### src/rtl/spart_bus_ctrl_if.sv
// spart_bus_ctrl_if
//   Processor-side I/O bus of the SPART register window.
//   Signals:
//     iocs       chip select for the 4-register window
//     iorw       1 = read, 0 = write
//     ioaddr     00 data, 01 status, 10 DB-low, 11 DB-high
//     bus_wdata  write data from the processor
//     bus_rdata  read data back to the processor
//     bus_oe     drive enable for bus_rdata
//   Modports:
//     master  processor side (drives address/control/write data)
//     slave   SPART controller side (drives read data and enable)
interface spart_bus_ctrl_if;
    logic       iocs;
    logic       iorw;
    logic [1:0] ioaddr;
    logic [7:0] bus_wdata;
    logic [7:0] bus_rdata;
    logic       bus_oe;

    modport master (
        output iocs, iorw, ioaddr, bus_wdata,
        input  bus_rdata, bus_oe
    );

    modport slave (
        input  iocs, iorw, ioaddr, bus_wdata,
        output bus_rdata, bus_oe
    );
endinterface

### src/rtl/spart_bus_ctrl.sv
// spart_bus_ctrl
//   Processor-side controller for the SPART. Decodes the 4-register window, holds
//   the programmable baud divisor, generates the 16x-oversample baud tick, muxes
//   receive data/status onto the read bus and issues one-cycle strobes to the
//   TX (tx_load_o) and RX (rx_ack_o) engines.
//   Optional build macro: BAUD_AUTOSTART_EN -- when defined, reset loads
//   DEFAULT_DIV and the baud generator starts running without software setup.
//   Ports:
//     clk          system clock, all logic on posedge
//     rst          synchronous active-high reset
//     bus          processor bus (slave modport of spart_bus_ctrl_if)
//     rx_data_i    byte from the receive engine
//     rda_i        receive data available
//     tbr_i        transmit buffer ready
//     tx_data_o    byte to the transmit engine
//     tx_load_o    one-cycle strobe: tx_data_o valid, start transmit
//     rx_ack_o     one-cycle strobe: processor consumed rx_data_i
//     baud_en_o    one-cycle 16x baud tick
//     baud_run_o   high while the baud generator is running
//
//   Baud FSM:
//     state   | meaning
//     --------+--------------------------------------------------
//     ST_IDLE | generator stopped, counter held, no ticks
//     ST_RUN  | counter reloads from divisor, tick on terminal count
module spart_bus_ctrl #(
    parameter int                DIV_W       = 16,
    parameter logic [DIV_W-1:0]  DEFAULT_DIV = 16'd326
) (
    input  logic                    clk,
    input  logic                    rst,
    spart_bus_ctrl_if.slave         bus,
    input  logic [7:0]              rx_data_i,
    input  logic                    rda_i,
    input  logic                    tbr_i,
    output logic [7:0]              tx_data_o,
    output logic                    tx_load_o,
    output logic                    rx_ack_o,
    output logic                    baud_en_o,
    output logic                    baud_run_o
);

    typedef enum logic {ST_IDLE = 1'b0, ST_RUN = 1'b1} state_t;

    localparam logic [DIV_W-1:0] ONE = DIV_W'(1);

`ifdef BAUD_AUTOSTART_EN
    localparam logic [DIV_W-1:0] RST_DIV   = DEFAULT_DIV;
    localparam logic [DIV_W-1:0] RST_CNT   = DEFAULT_DIV - ONE;
    localparam logic [7:0]       RST_STAGE = DEFAULT_DIV[7:0];
    localparam state_t           RST_STATE = ST_RUN;
`else
    localparam logic [DIV_W-1:0] RST_DIV   = '0;
    localparam logic [DIV_W-1:0] RST_CNT   = '0;
    localparam logic [7:0]       RST_STAGE = 8'h00;
    localparam state_t           RST_STATE = ST_IDLE;
`endif

    state_t             state_q, state_d;
    logic [7:0]         tx_data_q, tx_data_d;
    logic               tx_load_q, tx_load_d;
    logic               rx_ack_q, rx_ack_d;
    logic               baud_en_q, baud_en_d;
    logic [7:0]         dbl_stage_q, dbl_stage_d;
    logic [DIV_W-1:0]   divisor_q, divisor_d;
    logic [DIV_W-1:0]   cnt_q, cnt_d;

    logic               rd, wr;
    logic               rd_data, wr_data, wr_dbl, wr_dbh;
    logic [DIV_W-1:0]   commit_val;
    logic               commit_nz;

    assign rd      = bus.iocs & bus.iorw;
    assign wr      = bus.iocs & ~bus.iorw;
    assign rd_data = rd & (bus.ioaddr == 2'b00);
    assign wr_data = wr & (bus.ioaddr == 2'b00);
    assign wr_dbl  = wr & (bus.ioaddr == 2'b10);
    assign wr_dbh  = wr & (bus.ioaddr == 2'b11);

    // The high-byte write commits the staged low byte together with it, so the
    // generator never sees a half-updated divisor.
    assign commit_val = {bus.bus_wdata, dbl_stage_q};
    assign commit_nz  = (commit_val != '0);

    // ---------------- read mux ----------------
    always_comb begin
        bus.bus_oe    = rd;
        bus.bus_rdata = 8'h00;
        if (rd) begin
            case (bus.ioaddr)
                2'b00:   bus.bus_rdata = rx_data_i;
                2'b01:   bus.bus_rdata = {6'b0, tbr_i, rda_i};
                2'b10:   bus.bus_rdata = divisor_q[7:0];
                default: bus.bus_rdata = divisor_q[15:8];
            endcase
        end
    end

    // ---------------- baud FSM ----------------
    always_ff @(posedge clk) begin
        if (rst) begin
            state_q <= RST_STATE;
        end else begin
            state_q <= state_d;
        end
    end

    always_comb begin
        state_d = state_q;
        if (wr_dbh) begin
            state_d = commit_nz ? ST_RUN : ST_IDLE;
        end
    end

    always_comb begin
        baud_run_o = (state_q == ST_RUN);
    end

    // ---------------- datapath ----------------
    always_comb begin
        tx_load_d   = wr_data & tbr_i;
        tx_data_d   = tx_load_d ? bus.bus_wdata : tx_data_q;
        rx_ack_d    = rd_data;
        dbl_stage_d = wr_dbl ? bus.bus_wdata : dbl_stage_q;
        divisor_d   = divisor_q;
        cnt_d       = cnt_q;
        baud_en_d   = 1'b0;
        // A commit takes priority over the terminal-count reload and suppresses
        // the tick that would otherwise land in the same cycle.
        if (wr_dbh) begin
            divisor_d = commit_val;
            if (commit_nz) begin
                cnt_d = commit_val - ONE;
            end
        end else if (state_q == ST_RUN) begin
            if (cnt_q == '0) begin
                baud_en_d = 1'b1;
                cnt_d     = divisor_q - ONE;
            end else begin
                cnt_d     = cnt_q - ONE;
            end
        end
    end

    always_ff @(posedge clk) begin
        if (rst) begin
            tx_data_q   <= 8'h00;
            tx_load_q   <= 1'b0;
            rx_ack_q    <= 1'b0;
            baud_en_q   <= 1'b0;
            dbl_stage_q <= RST_STAGE;
            divisor_q   <= RST_DIV;
            cnt_q       <= RST_CNT;
        end else begin
            tx_data_q   <= tx_data_d;
            tx_load_q   <= tx_load_d;
            rx_ack_q    <= rx_ack_d;
            baud_en_q   <= baud_en_d;
            dbl_stage_q <= dbl_stage_d;
            divisor_q   <= divisor_d;
            cnt_q       <= cnt_d;
        end
    end

    assign tx_data_o = tx_data_q;
    assign tx_load_o = tx_load_q;
    assign rx_ack_o  = rx_ack_q;
    assign baud_en_o = baud_en_q;

endmodule

### src/flat_wrapper.sv
// flat-port wrapper written by rule: the top's interface ports become plain ports
module spart_bus_ctrl_flat 
#(
    parameter int                DIV_W       = 16,
    parameter logic [DIV_W-1:0]  DEFAULT_DIV = 16'd326
)
  (clk, rst, rx_data_i, rda_i, tbr_i, tx_data_o, tx_load_o, rx_ack_o, baud_en_o, baud_run_o, bus_iocs, bus_iorw, bus_ioaddr, bus_bus_wdata, bus_bus_rdata, bus_bus_oe);
  spart_bus_ctrl_if bus_i ();
  input  logic clk;
  input  logic rst;
  input  logic [7:0] rx_data_i;
  input  logic rda_i;
  input  logic tbr_i;
  output logic [7:0] tx_data_o;
  output logic tx_load_o;
  output logic rx_ack_o;
  output logic baud_en_o;
  output logic baud_run_o;
  input wire logic [$bits(bus_i.iocs)-1:0] bus_iocs;
  input wire logic [$bits(bus_i.iorw)-1:0] bus_iorw;
  input wire logic [$bits(bus_i.ioaddr)-1:0] bus_ioaddr;
  input wire logic [$bits(bus_i.bus_wdata)-1:0] bus_bus_wdata;
  output wire logic [$bits(bus_i.bus_rdata)-1:0] bus_bus_rdata;
  output wire logic [$bits(bus_i.bus_oe)-1:0] bus_bus_oe;
  assign bus_i.iocs = bus_iocs;
  assign bus_i.iorw = bus_iorw;
  assign bus_i.ioaddr = bus_ioaddr;
  assign bus_i.bus_wdata = bus_bus_wdata;
  assign bus_bus_rdata = bus_i.bus_rdata;
  assign bus_bus_oe = bus_i.bus_oe;
  spart_bus_ctrl #(.DIV_W(DIV_W), .DEFAULT_DIV(DEFAULT_DIV)) u_core (.clk(clk), .rst(rst), .bus(bus_i), .rx_data_i(rx_data_i), .rda_i(rda_i), .tbr_i(tbr_i), .tx_data_o(tx_data_o), .tx_load_o(tx_load_o), .rx_ack_o(rx_ack_o), .baud_en_o(baud_en_o), .baud_run_o(baud_run_o));
endmodule
### config.mk
export PLATFORM = sky130hd
export DESIGN_NAME = spart_bus_ctrl_flat
export DESIGN_NICKNAME = d
export VERILOG_FILES = /design/src/rtl/spart_bus_ctrl_if.sv /design/src/rtl/spart_bus_ctrl.sv /design/src/flat_wrapper.sv
export SDC_FILE = /design/constraint.sdc
export NUM_CORES = 1
export LEC_CHECK = 0
export CAP_MARGIN = 20
export CORE_AREA = 2 2 74 90
export CTS_BUF_LIST = sky130_fd_sc_hd__clkbuf_16
export DETAILED_ROUTE_END_ITERATION = 8
export DIE_AREA = 0 0 76 92
export GPL_TIMING_DRIVEN = 0
export PLACE_DENSITY = 0.72
export REMOVE_ABC_BUFFERS = 1
export SKIP_LAST_GASP = 1
export SLEW_MARGIN = 0
export SYNTH_ARGS = -nofsm -noshare
export SYNTH_HDL_FRONTEND = slang
export SYNTH_SLANG_ARGS = --single-unit
### constraint.sdc
create_clock -name clk -period 4.9 [get_ports clk]
set_clock_uncertainty 0.15 [all_clocks]
set_input_delay 0.98 -clock clk [delete_from_list [all_inputs] [get_ports clk]]
set_output_delay 0.98 -clock clk [all_outputs]
set_load 0.02 [all_outputs]
After elaboration in Yosys (flattened, before gate mapping)
Index checks and enable logic that the tools add are counted.
Widths: inputs -> output; s select.
{ "word_totals": {"input_bits": 24, "ff_bits": 52, "word_cells": 38} }
{ "op_classes": {"n_eq_ne": 4, "n_bitwise": 9, "n_mux": 8, "addsub": 3, "n_reduce_logical": 6} }
{ "op_table": {"columns": ["operator", "count"], "rows": [
  ["$mux 16", 4],
  ["$sub 16x1->16 const B", 3],
  ["$pmux 8 s3", 1],
  ["$logic_not 16->1", 1],
  ["$reduce_bool 16->1", 1],
  ["$mux 8", 1],
  ["$and 1x1->1", 7],
  ["$eq 2x2->1 const B", 2],
  ["$reduce_or 3->1", 1],
  ["$eq 2x1->1 const B", 1],
  ["$logic_not 2->1", 1],
  ["$mux 1", 2],
  ["$ne 2x2->1 const B", 1],
  ["$not 1->1", 2],
  ["$reduce_and 2->1", 1],
  ["$reduce_bool 2->1", 1]
]} }

Depth between registers and ports, before layout
{ "depth": {"word_depth": 5, "mapped_depth": 10, "depth_no_buf": 8} }

Least setup slack after synthesis
OpenSTA, ideal clock, no wires.
{ "synth_timing": {"kind": "input to register", "startpoint": "input port bus_iocs", "endpoint": "register u_core.cnt_q[15]", "stages": 8, "setup_slack_ns": 1.634, "path_buffers": 1, "t_arrival_ns": 3.055, "cell_sequence": "and4b_1 > buf_4 > nand2_1 > o211ai_1 > or4_4 > or4_1 > or3b_1 > nand3_1"} }
{ "synth_via": {"elab_chain_cells": 4} }
{ "synth_lines": {"columns": ["element", "line", "source"], "rows": [
  ["from (decl)", "flat_wrapper.sv:19", "input wire logic [$bits(bus_i.iocs)-1:0] bus_iocs;"],
  ["$and 1x1->1 *", "spart_bus_ctrl.sv:74", "assign wr = bus.iocs & ~bus.iorw;"],
  ["$and 1x1->1 *", "spart_bus_ctrl.sv:78", "assign wr_dbh = wr & (bus.ioaddr == 2'b11);"],
  ["$ne 2x2->1 (no line) or $reduce_bool 2->1 (tied branches)", null, null],
  ["$reduce_and 2->1 (no line)", null, null],
  ["to (signal assigned)", "spart_bus_ctrl.sv:161", "cnt_q <= cnt_d;"],
  ["to (decl)", "spart_bus_ctrl.sv:66", "logic [DIV_W-1:0] cnt_q, cnt_d;"]
]} }
Every way passes the cells marked *; elsewhere a longest branch is shown, timed or not.
A chain may end at the register's enable or synchronous reset.

Worst setup path in the final report
{ "layout_timing": {"startpoint": "input port bus_ioaddr[0]", "endpoint": "register u_core.cnt_q[15]"} }
{ "layout_via": {"elab_chain_cells": 4} }
{ "layout_lines": {"columns": ["element", "line", "source"], "rows": [
  ["from (decl)", "flat_wrapper.sv:21", "input wire logic [$bits(bus_i.ioaddr)-1:0] bus_ioaddr;"],
  ["$eq 2x2->1 *", "spart_bus_ctrl.sv:78", null],
  ["$and 1x1->1 *", "spart_bus_ctrl.sv:78", null],
  ["$ne 2x2->1 (no line) or $reduce_bool 2->1 (tied branches)", null, null],
  ["$reduce_and 2->1 (no line)", null, null]
]} }
Marks and branches as above.

==> run_results.csv <==
group,metric,value,unit
synth,async_reset_ff_frac,0,
power_and_ir_drop,pwr-share-seq,0.449,
critical_path,max_stage_delay,0.99,ns
critical_path,worstPathCellList,"clkdlybuf4s50_1 -> nand4b_4 -> nand2_1 -> o211ai_1 -> or4_4 -> or4_1 -> or3b_1 -> nand3_1",
sta,report.final.slew_viol_count,0,
global_routing,grt_max_degree,35,
power_and_ir_drop,p_comb_frac,0.212,
clocking,path_clk_slew,0.07,ns
sta,timing.slew.headroom,0.441,
finish,num-nets-final,389,
synth,syn_area_per_cell,8.09,um2
placement,io_buffers,44,
placement,place_congestion,0.815,
sta,finalCritPeriodShare,0.930,
drt,drc_errors,0,
power_and_ir_drop,leakage,1.21,nW
status,outcome,"finished clean",
floorplanning,dieArea,6990,um2
floorplanning,die_h,92,um
synth,syn_inst,332,
critical_path,r2r-start,"u_core.cnt_q[2]$_SDFFE_PP0P_",
critical_path,cp.required,4.98,ns
sta,hold_viol_final,0,
placement,hpwl,5400,um
clocking,clk_path_buf_depth,2,
finish,area_delta_synth_final,23.2,%
synth,ys_types,53,
floorplanning,start_util,0.433,
drt,num_vias,2630,
clocking,cts_root_buffer,"clkbuf_16",
drt,ant_nets,0,
clocking,cts-hold-fix-buffers,0,
clocking,cts.sinks,52,
critical_path,worstSetupStartpointType,"input pin",
sta,worst_pin_slew,0.836,ns
clocking,insertion_delay,0.29,ns
critical_path,critPathMaxFanout,34,
synth,ys.flop_type,"dfxtp_1",
global_routing,grt_pass1_vias,2489,
synth,synth_edf_count,0,
critical_path,r2r_slack,1.89,ns
floorplanning,die_x,76,um
synth,ys_ff_latch,52,
synth,synth_warnings,0,
global_routing,grt_use_total,0.212,
finish,mostFrequentLayoutCells,"nand2_1 (66), dfxtp_1 (52), clkdlybuf4s50_1 (43)",
critical_path,reg2reg_depth,8,
drt,dr.pass1.iters,5,
sta,fmax,0.220,GHz
power_and_ir_drop,p_int,710,uW
synth,synth_area,2690,um2
placement,dp_cells,442,
synth,synth_seq_area_share,0.388,
critical_path,slowest_stage,"clkdlybuf4s50_1",
clocking,cts_buffers,5,
floorplanning,rows,32,
global_routing,grt_overflow,0,
run,drv_cap,0,
finish,stdcell_count,450,
sta,setup_viol,0,
drt,viasPerCell,5.84,
critical_path,timing.rr.end,"u_core.cnt_q[12]$_SDFFE_PP0P_",
critical_path,worstSetupPathType,"input pin to register",
critical_path,cp_data_arrival_time,4.64,ns
drt,drt_iter0_markers,165,
sta,setup_tns,0,ns
worst_hold_path,hp-start,"u_core.divisor_q[7]$_SDFFE_PP0P_",
finish,fill_cells,581,
drt,drt-total-wl,7490,um
worst_hold_path,hold_class,"register to register",
floorplanning,core-area,6210,um2
worst_hold_path,min_to,"u_core.divisor_q[7]$_SDFFE_PP0P_",
sta,fin_ws,0.345,ns
sta,min_period,4.55,ns
finish,antenna_cells,0,
power_and_ir_drop,power_density,301,nW/um2
floorplanning,boundaryPins,45,
power_and_ir_drop,netSwitchingFraction,0.288,
clocking,cts_tree,"done",
worst_hold_path,holdPathStages,2,
power_and_ir_drop,pwr-share-clk,0.339,
global_routing,antenna_found_initial,0,
finish,final_util,0.533,
placement,preCtsSetupSlack,-0.409,ns
power_and_ir_drop,peakVddDrop,147,uV
drt,wl_per_cell,16.6,um
finish,final_common_cell,"nand2_1",
finish,layout-drive-gt1-share,0.0685,
critical_path,endpoint_kind,"register",
clocking,h-tree-depth,2,
sta,rsz0062_at_grt,"false",
power_and_ir_drop,p_switching,287,uW
global_routing,grt_pass1_wl,12000,um
[worst max-delay path by stage]
stage / start / end / slack [ns]
global placement: bus_ioaddr[0] / u_core.cnt_q[13]$_SDFFE_PP0P_ / -0.44
floorplan: bus_iorw / u_core.cnt_q[15]$_SDFFE_PP0P_ / 1.35
global route: bus_ioaddr[0] / u_core.cnt_q[15]$_SDFFE_PP0P_ / 0.15
CTS: bus_ioaddr[0] / u_core.cnt_q[15]$_SDFFE_PP0P_ / 0.18
finish: bus_ioaddr[0] / u_core.cnt_q[15]$_SDFFE_PP0P_ / 0.35
detailed placement: bus_ioaddr[0] / u_core.cnt_q[15]$_SDFFE_PP0P_ / -0.41
[worst max-delay path, delay by kind of cell]
family / cells / cell delay, ns
AOI/OAI and AO/OA: 1 / 0.23
buffers and inverters: 1 / 0.99
and+or+nand+nor: 6 / 2.41
[cell type report]
class                      count  area (um2)  area share
clock buffer                   5         125      0.0378
clock inverter                 3        15.0     0.00454
inverter                       2        7.51     0.00227
multi-input combinational    258        1560       0.471
sequential                    52        1040       0.315
tap                           85         106      0.0321
timing repair buffer          45         455       0.138
[metrics by stage]
stage	power [mW]	instance area, um2	hold WS (ns)
after floorplan	0.586	2600	0.290
after global placement	0.659	3150	0.309
after detailed placement	0.664	3160	0.317
after CTS	0.998	3300	0.328
after global routing	1.04	3310	0.361
final	0.997	3310	0.331
[what timing repair did]
action | 4_1_cts | 5_1_grt
resized for setup | 1 | 1
hold endpoints to repair | 0 | 0
buffers inserted | 0 | 0
endpoints found under the setup margin | 3 | 4
[cell usage after synthesis (all sizes together) (3+ instances only)]
library cell | count | share of area
a211oi | 12 | 0.035
a21oi | 28 | 0.052
a22oi | 7 | 0.020
buf | 3 | 0.0084
clkbuf | 17 | 0.024
dfxtp | 52 | 0.39
mux2 | 6 | 0.025
mux2i | 9 | 0.034
nand2 | 66 | 0.092
nand3 | 4 | 0.0075
nand4 | 3 | 0.0070
nor2 | 40 | 0.056
nor2b | 3 | 0.0070
nor3 | 8 | 0.015
nor4 | 11 | 0.028
o211a | 3 | 0.011
o211ai | 7 | 0.020
o21ai | 8 | 0.015
xnor2 | 3 | 0.0098
xor2 | 5 | 0.016
[flip-flops by register name (all words and copies together), names as in the netlist]
name and cells:
u_core.cnt_q 16, u_core.tx_load_o 1, u_core.rx_ack_o 1, u_core.divisor_q 16, u_core.dbl_stage_q 8, u_core.tx_data_o 8
u_core.baud_en_o 1, u_core.baud_run_o 1
[logic make-up (layout without fill, tap and decap cells)]
| logic type | after synthesis | in the layout | synth area share |
|---|---|---|---|
| and+or+nand+nor | 154 | 154 | 0.277 |
| AOI/OAI and AO/OA | 78 | 78 | 0.194 |
| DFF | 52 | 52 | 0.388 |
| buffers and inverters | 22 | 55 | 0.0349 |
| muxes | 17 | 17 | 0.0755 |
| xor gates and xnor gates | 8 | 8 | 0.0261 |
| adders and majority gates | 1 | 1 | 0.00466 |
[per-layer routing]
metal | GRT usage | vias up | wire length, um | part of all wire
met5 | 0 | - | 0 | 0
met4 | 0.0712 | 0 | 129 | 0.017
met3 | 0.0295 | 10 | 298 | 0.040
met2 | 0.381 | 82 | 3920 | 0.52
met1 | 0.261 | 1271 | 3150 | 0.42
li1 | - | 1267 | - | -
[power by group through the flow]
stage	logic [mW]	registers (mW)	clock network [mW]
6_report	0.211	0.448	0.338
5_1_grt	0.229	0.449	0.358
4_1_cts	0.208	0.447	0.342
3_5_place_dp	0.206	0.457	0
3_3_place_gp	0.202	0.457	0
2_1_floorplan	0.131	0.455	0
(Power assumes the default switching activity.)
